===== config.mk =====
export PLATFORM = sky130hd
export DESIGN_NAME = inst_fetch_unit
export DESIGN_NICKNAME = d
export VERILOG_FILES = /design/src/rtl/inst_fetch_unit.sv
export SDC_FILE = /design/constraint.sdc
export NUM_CORES = 1
export LEC_CHECK = 0
export ABC_AREA = 1
export CORE_MARGIN = 4
export CORE_UTILIZATION = 45
export CTS_BUF_LIST = sky130_fd_sc_hd__clkbuf_2 sky130_fd_sc_hd__clkbuf_4 sky130_fd_sc_hd__clkbuf_8
export CTS_CLUSTER_DIAMETER = 60
export DETAILED_ROUTE_END_ITERATION = 10
export PLACE_DENSITY = 0.64
export SYNTH_ARGS = -nofsm -noshare
export SYNTH_HDL_FRONTEND = slang
export SYNTH_SLANG_ARGS = --single-unit

===== constraint.sdc =====
create_clock -name clk -period 8.1 [get_ports clk]
set_clock_uncertainty 0.05 [all_clocks]
set_input_delay 1.62 -clock clk [delete_from_list [all_inputs] [get_ports clk]]
set_output_delay 1.62 -clock clk [all_outputs]
set_load 0.02 [all_outputs]

===== src/rtl/inst_fetch_unit.sv =====
// -----------------------------------------------------------------------------
// inst_fetch_unit
//
// Fetch front end sitting between the core's PC logic and inst_rom. It drives
// the ROM address, captures the combinational ROM data in the same cycle and
// buffers {pc, inst} pairs in a small prefetch FIFO. Decode drains the FIFO
// over a valid/ready handshake. Branch redirects from execute flush the buffer
// and restart fetch at the target.
//
// Parameters:
//   DEPTH    - prefetch FIFO entries (power of two, >= 2)
//   ADDR_W   - address width (matches ADDR_BUS)
//   INST_W   - instruction width (matches INST_BUS)
//   RESET_PC - first fetch address after reset
//
// Ports:
//   clk              in   clock, all state updates on the rising edge
//   rst              in   synchronous active-low reset
//   rom_en           out  ROM read enable (high only when a fetch happens)
//   rom_addr         out  ROM byte address (fetch pc), 0 when not fetching
//   rom_inst         in   ROM data, valid in the same cycle as rom_addr
//   br_valid         in   redirect request from execute
//   br_target        in   redirect address
//   halt             in   pause new fetches; the buffer keeps draining
//   if_excp_misalign out  one-cycle pulse after a misaligned redirect
//                         (only present with IFU_ALIGN_CHECK_EN)
//   id_valid         out  FIFO head entry available
//   id_ready         in   decode accepts the head entry
//   id_pc            out  pc of the head entry (0 when empty)
//   id_inst          out  instruction of the head entry (0 when empty)
//
// Build option:
//   IFU_ALIGN_CHECK_EN - when defined, a redirect to a target whose low two
//   bits are non-zero raises if_excp_misalign for one cycle, flushes the FIFO
//   and parks the FSM in FAULT (no fetch, no valid) until reset. When not
//   defined, the low two target bits are cleared before loading the pc.
// -----------------------------------------------------------------------------
module inst_fetch_unit #(
    parameter int unsigned       DEPTH    = 4,
    parameter int unsigned       ADDR_W   = 32,
    parameter int unsigned       INST_W   = 32,
    parameter logic [ADDR_W-1:0] RESET_PC = '0
) (
    input  logic              clk,
    input  logic              rst,
    output logic              rom_en,
    output logic [ADDR_W-1:0] rom_addr,
    input  logic [INST_W-1:0] rom_inst,
    input  logic              br_valid,
    input  logic [ADDR_W-1:0] br_target,
    input  logic              halt,
`ifdef IFU_ALIGN_CHECK_EN
    output logic              if_excp_misalign,
`endif
    output logic              id_valid,
    input  logic              id_ready,
    output logic [ADDR_W-1:0] id_pc,
    output logic [INST_W-1:0] id_inst
);

    // -------------------------------------------------------------------------
    // Derived sizes
    // -------------------------------------------------------------------------
    localparam int unsigned PTR_W = (DEPTH > 1) ? $clog2(DEPTH) : 1;
    localparam int unsigned CNT_W = PTR_W + 1;

    localparam logic [CNT_W-1:0] FULL_CNT = CNT_W'(DEPTH);

    // -------------------------------------------------------------------------
    // FSM encoding
    // -------------------------------------------------------------------------
    localparam logic [1:0] S_WAKE  = 2'd0;
    localparam logic [1:0] S_RUN   = 2'd1;
    localparam logic [1:0] S_HOLD  = 2'd2;
`ifdef IFU_ALIGN_CHECK_EN
    localparam logic [1:0] S_FAULT = 2'd3;
`endif

    // -------------------------------------------------------------------------
    // State
    // -------------------------------------------------------------------------
    logic [1:0]        r_state;
    logic [ADDR_W-1:0] r_pc;
    logic [CNT_W-1:0]  r_count;
    logic [PTR_W-1:0]  r_wr_ptr;
    logic [PTR_W-1:0]  r_rd_ptr;

    logic [ADDR_W-1:0] r_mem_pc   [DEPTH];
    logic [INST_W-1:0] r_mem_inst [DEPTH];

`ifdef IFU_ALIGN_CHECK_EN
    logic              r_excp;
`endif

    // -------------------------------------------------------------------------
    // Combinational control
    // -------------------------------------------------------------------------
    logic              w_full;
    logic              w_empty;
    logic              w_fetch;
    logic              w_pop;
    logic              w_redirect;
    logic [ADDR_W-1:0] w_br_pc;
    logic [1:0]        w_state_nxt;
`ifdef IFU_ALIGN_CHECK_EN
    logic              w_misalign;
`endif

    assign w_full  = (r_count == FULL_CNT);
    assign w_empty = (r_count == '0);

`ifdef IFU_ALIGN_CHECK_EN
    // FAULT is terminal until reset, so redirects there are ignored as well.
    assign w_redirect = br_valid && (r_state != S_WAKE) && (r_state != S_FAULT);
    assign w_misalign = (br_target[1:0] != 2'b00);
    assign w_br_pc    = br_target;
`else
    assign w_redirect = br_valid && (r_state != S_WAKE);
    // Low two bits are dropped: the pc is always word aligned.
    assign w_br_pc    = br_target & ~ADDR_W'(3);
`endif

    // Fetch is gated on the current count only (not on a same-cycle pop) so
    // that id_ready never reaches rom_en combinationally.
    assign w_fetch = (r_state == S_RUN) && !halt && !w_full && !br_valid;

    assign w_pop   = id_valid && id_ready;

    // -------------------------------------------------------------------------
    // Next-state logic
    // -------------------------------------------------------------------------
    always_comb begin
        w_state_nxt = r_state;
        case (r_state)
            S_WAKE: w_state_nxt = S_RUN;
            S_RUN: begin
                if (halt) begin
                    w_state_nxt = S_HOLD;
                end
            end
            S_HOLD: begin
                if (!halt) begin
                    w_state_nxt = S_RUN;
                end
            end
`ifdef IFU_ALIGN_CHECK_EN
            S_FAULT: w_state_nxt = S_FAULT;
`endif
            default: w_state_nxt = S_WAKE;
        endcase
`ifdef IFU_ALIGN_CHECK_EN
        if (w_redirect && w_misalign) begin
            w_state_nxt = S_FAULT;
        end
`endif
    end

    // -------------------------------------------------------------------------
    // Control registers: FSM, pc, pointers, count
    // -------------------------------------------------------------------------
    always_ff @(posedge clk) begin
        if (!rst) begin
            r_state  <= S_WAKE;
            r_pc     <= RESET_PC;
            r_count  <= '0;
            r_wr_ptr <= '0;
            r_rd_ptr <= '0;
        end else begin
            r_state <= w_state_nxt;
            if (w_redirect) begin
                // Redirect wins over any same-cycle pop; the buffer is emptied.
                r_pc     <= w_br_pc;
                r_count  <= '0;
                r_wr_ptr <= '0;
                r_rd_ptr <= '0;
            end else begin
                if (w_fetch) begin
                    r_pc     <= r_pc + ADDR_W'(4);
                    r_wr_ptr <= r_wr_ptr + PTR_W'(1);
                end
                if (w_pop) begin
                    r_rd_ptr <= r_rd_ptr + PTR_W'(1);
                end
                case ({w_fetch, w_pop})
                    2'b10:   r_count <= r_count + CNT_W'(1);
                    2'b01:   r_count <= r_count - CNT_W'(1);
                    default: r_count <= r_count;
                endcase
            end
        end
    end

    // -------------------------------------------------------------------------
    // FIFO storage (data path, no reset needed: id_* are gated by count)
    // -------------------------------------------------------------------------
    always_ff @(posedge clk) begin
        if (rst && w_fetch) begin
            r_mem_pc[r_wr_ptr]   <= r_pc;
            r_mem_inst[r_wr_ptr] <= rom_inst;
        end
    end

`ifdef IFU_ALIGN_CHECK_EN
    // -------------------------------------------------------------------------
    // Misalignment exception pulse: one cycle, since FAULT blocks redirects.
    // -------------------------------------------------------------------------
    always_ff @(posedge clk) begin
        if (!rst) begin
            r_excp <= 1'b0;
        end else begin
            r_excp <= w_redirect && w_misalign;
        end
    end

    assign if_excp_misalign = r_excp;
`endif

    // -------------------------------------------------------------------------
    // Outputs
    // -------------------------------------------------------------------------
    assign rom_en   = w_fetch;
    assign rom_addr = w_fetch ? r_pc : '0;

    assign id_valid = !w_empty;
    assign id_pc    = w_empty ? '0 : r_mem_pc[r_rd_ptr];
    assign id_inst  = w_empty ? '0 : r_mem_inst[r_rd_ptr];

endmodule


# Word level (Yosys, flattened, before mapping)
# Memory sizes are Yosys's and may differ from the RTL's. A register that Yosys moved wholly into a read port is not among the register bits.
# Cells that the tools add are included.
[totals]
register_bits = 41
ramBits = 256
output_inout_bits = 98
wordCells = 53
mem_count = 2
[op_classes]
addsub = 5
eq_ne = 7
muxes = 15
bitwise = 1
n_reduce_logical = 17
[mem_list]
columns = ["name", "words", "width", "read_ports", "rd_clocked_by_memory_dff", "write_ports", "line", "text"]
rows = [
  ["r_mem_inst", 4, 32, 1, 1, 1, "89", "logic [INST_W-1:0] r_mem_inst [DEPTH];"],
  ["r_mem_pc", 4, 32, 1, 1, 1, "88", "logic [ADDR_W-1:0] r_mem_pc [DEPTH];"],
]
[ops]
columns = ["op", "count"]
rows = [
  ["32-bit two-way mux", 5],
  ["32-bit by 3-bit adder with 32-bit output, second input constant", 1],
  ["2-bit two-way mux", 6],
  ["1-bit logical AND", 6],
  ["2-bit case mux with 3 select lines", 1],
  ["3-bit case mux with 2 select lines", 1],
  ["2-bit nonzero test", 3],
  ["2-bit by 1-bit adder with 2-bit output, second input constant", 2],
  ["2-bit by 1-bit == test with 1-bit output, second input constant", 2],
  ["2-bit == test, second input constant", 2],
  ["1-bit logical NOT", 4],
  ["2-bit != test, second input constant", 2],
  ["3-bit by 1-bit adder with 3-bit output, second input constant", 1],
  ["3-bit == test, second input constant", 1],
  ["3-bit logical NOT", 1],
  ["3-bit by 1-bit subtractor with 3-bit output, second input constant", 1],
  ["2-bit logical NOT", 1],
  ["1-bit two-way mux", 2],
  ["2-bit AND reduction", 1],
  ["2-bit OR reduction", 1],
  ["1-bit inverter", 1],
]

# Logic depth before layout (Yosys ltp)
[logic_depth]
depth_word = 7
mapped_depth = 13
ltp_nobuf = 11

# Least setup slack after synthesis
# No wires, ideal clock.
[synth_timing]
kind = "input-to-reg"
start = "input port rst"
end = "memory r_mem_inst[0][0], enable pin"
setup_ns = 0.482
arrival_ns = 4.843
required_time_ns = 7.568
setup_slack_ns = 2.725
stages = 5
path_buffers = 1
cell_sequence = "clkbuf_1 > inv_1 > nor2_1 > inv_1 > nor2_1"
[synth_between]
elab_chain_cells = 3
[synth_rtl]
columns = ["element", "line", "text"]
rows = [
  ["start, declared", "45", "input logic rst,"],
  ["1-bit logical AND", "197", "if (rst && w_fetch) begin"],
  ["1-bit two-way mux", "197", ""],
  ["1-bit two-way mux (not written as such)", "199", "r_mem_inst[r_wr_ptr] <= rom_inst;"],
  ["end, declared", "89", ""],
]
# Every way passes these cells.

# Final worst setup path
[layout_timing]
start = "input port halt"
end = "output port rom_en"
[layout_between]
elab_chain_cells = 4
[layout_rtl]
columns = ["element", "line", "text"]
rows = [
  ["start, declared", "51", "input logic halt,"],
  ["1-bit logical NOT", "--", ""],
  ["1-bit logical AND (3 in series)", "125", "assign w_fetch = (r_state == S_RUN) && !halt && !w_full && !br_valid;"],
  ["end, declared", "46", "output logic rom_en,"],
]
# Every way passes these cells.

==> impl_metrics.ini <==
[run_status]
run_status = finished, final reports clean

[die]
fp.dieArea_um2 = 30400
std_cell_rows = 60
fp.dieH_um = 174
core_um2 = 27100
chipWidth_um = 174
io_pins = 167
start_util_pct = 46.0

[finish]
num-fill-cells = 2303
fin_nets = 1455
multiInputGateArea_um2 = 3650
layout-drive-gt1-share_pct = 8.56
final_core_util_pct = 56.2
sequential_cell_area_um2 = 8270
area_delta_synth_final_pct = 22.3
antenna_cells = 0

[placed_design]
gp_routability_congestion = 0.807
place_hpwl_um = 16600
io_buffers = 160

[logic_synthesis]
ys_ff_latch = 289
yosysWarningCount = 0
synth.cells.most_frequent = sky130_fd_sc_hd__nor2_1, sky130_fd_sc_hd__edfxtp_1, sky130_fd_sc_hd__o21ai_0, sky130_fd_sc_hd__nand2_1, sky130_fd_sc_hd__a21oi_1
synth-async-reset-ratio_pct = 0
synth.top_cells.by_area = sky130_fd_sc_hd__edfxtp_1, sky130_fd_sc_hd__nor2_1, sky130_fd_sc_hd__dfxtp_1
synth_top_area_cell = sky130_fd_sc_hd__edfxtp_1
ys.flop_type = sky130_fd_sc_hd__edfxtp_1
synthesis.instances = 1224
synthDistinctLibCells = 38
synth_top_area_share_pct = 59.7
synth-edff-count = 248
synth.yosys.seq_area_share_pct = 66.3
synthesis.area_um2 = 12500
most_frequent_cell_after_synthesis = sky130_fd_sc_hd__nor2_1
synth_area_per_cell_um2 = 10.2

[cts]
clk_pin_slew_ps = 60
clock_tree.root_cell = sky130_fd_sc_hd__clkbuf_8
clock_sink_count = 289
post_cts_resize_count = 0
clkLatencyLatePin_ps = 560
cts_tree = yes
htree_num_levels = 2
post-cts-setup-buffers = 0
holdBufCountCts = 0
clk_path_buf_depth = 3
numCtsBuffers = 48

[global_routing]
first_global_vias = 9061
largest_net_degree_at_the_start_of_global_routing = 107
grt_pass1_wl_um = 46800
globalRouteTotalUtil_pct = 19.1
gr-total-overflow = 0
grt_antenna_before_repair = 0

[routing]
vias_per_cell = 5.05
firstDrtPassIters = 5
post_detailed_route_drc_marker_count = 0
final_antenna_net_count = 0
total_detailed_routing_wirelength_um = 29400
detailroute.via_count = 9006
drt_iter0_markers = 654
routedWlPerCell_um = 16.5

[worst_hold_path]
worst_min_delay_path_category = register to register

[worst_setup_path]
cp.required_ps = 6430
cp_data_arrival_time_ps = 3650
worstSetupStartpointType = input pin
cp_max_fo = 44
timing.setup.critical_path_class = input pin to output pin
crit_path_end_kind = output pin

[sta]
timing_hold_violations_final = 0
fmax_mhz = 188
timing_max_transition_violations_final = 0
min_period_ps = 5320
setup_viol_count_final = 0
worst-slew-pin-transition_ps = 1200
finalSetupTns_ps = 0
max_slew_margin_pct = 20.0
setup_repair_after_global_routing_missed_its_margin = false
min_period_over_period_pct = 65.7

[pwr]
worst_ir_drop_on_vdd_mv = 0.123
power_density_nw_per_um2 = 205
total_leakage_power_nw = 5.22

[flow_run]
drv_cap = 0
==> area by class of cell <==
cell class	instances	area share, %
flip-flops and latches	289	54.3
multi-input cells	805	23.9
repair buffers	169	11.0
clock buffers	70	5.46
well taps	372	3.05
inverters	66	1.68
clock inverters	14	0.632
==> layout by cell type, fill, tap and decap left out, types with 39 or more instances in the layout <==
cell type	netlist	final
sky130_fd_sc_hd__o21ai_0	138	138
sky130_fd_sc_hd__clkdlybuf4s50_1	0	160
sky130_fd_sc_hd__nor2_1	355	351
sky130_fd_sc_hd__a21oi_1	90	90
sky130_fd_sc_hd__clkbuf_8	0	49
sky130_fd_sc_hd__inv_1	58	58
sky130_fd_sc_hd__edfxtp_1	248	248
sky130_fd_sc_hd__nand2_1	131	131
sky130_fd_sc_hd__dfxtp_1	41	39
sky130_fd_sc_hd__nand3_1	40	40
==> critical path, stage by stage <==
cell and delay [ps]:
sky130_fd_sc_hd__clkdlybuf4s50_1 480, sky130_fd_sc_hd__nor3_4 240, sky130_fd_sc_hd__nand2_4 300, sky130_fd_sc_hd__inv_2 330, sky130_fd_sc_hd__clkdlybuf4s50_1 670
==> cell families (layout without fill, tap and decap cells) <==
group / count (synthesis) / after routing / synth area share (%)
compound gates: 241 / 241 / 9.95
xor+xnor: 4 / 4 / 0.281
fa+ha+maj: 7 / 7 / 0.763
buf+inv: 133 / 319 / 4.75
flops: 289 / 289 / 66.3
other cells: 1 / 4 / 0.0301
simple gates: 549 / 549 / 17.9
==> per-layer routing <==
| layer | part of all wire [%] | GRT usage, % | vias to the layer above |
|---|---|---|---|
| met2 | 46 | 31.5 | 304 |
| met5 | 0 | 0 | - |
| li1 | - | - | 4464 |
| met1 | 44 | 25.3 | 4189 |
| met3 | 7.0 | 4.57 | 49 |
| met4 | 2.1 | 5.44 | 0 |
==> per-stage QoR <==
stage	area [µm²]	power, W	hold WS [ps]	setup slack, ps	cells
5_1_grt	15200	0.00326	443	2630	1785
4_1_cts	15200	0.00316	405	2750	1785
3_3_place_gp	14300	0.00193	394	2770	1701
6_report	15200	0.00313	405	2780	1785
3_5_place_dp	14300	0.00193	399	2710	1701
2_1_floorplan	12500	0.00182	386	2720	1227
==> sequential cells by signal, indices dropped and copies added, names as in the netlist, named ones only <==
| signal | flops |
|---|---|
| r_mem_inst | 128 |
| r_state | 2 |
| r_rd_ptr | 2 |
| r_pc | 30 |
| r_mem_pc | 120 |
| r_wr_ptr | 2 |
| r_count | 3 |
==> worst paths after layout <==
check | cells after the start | startpoint | slack (ps) | end
min | 2 | r_rd_ptr[1]$_SDFFE_PP0P_ | 400 | register
min reg2reg | 2 | r_rd_ptr[1]$_SDFFE_PP0P_ | 400 | register
max reg2reg | 7 | r_state[0]$_SDFFE_PN0P_ | 4890 | r_mem_inst[3][3]$_DFFE_PP_
max | 5 | halt | 2780 | rom_en
==> power by group <==
part | total [W] | internal, W | switching (W) | leakage, nW
clock | 0.00122 | 0.000688 | 0.000534 | 0.493
combinational | 0.000237 | 0.0000952 | 0.000142 | 2.13
sequential | 0.00167 | 0.00164 | 0.0000296 | 2.60
total | 0.00313 | 0.00242 | 0.000705 | 5.22
Power figures use the tool's default switching activity.
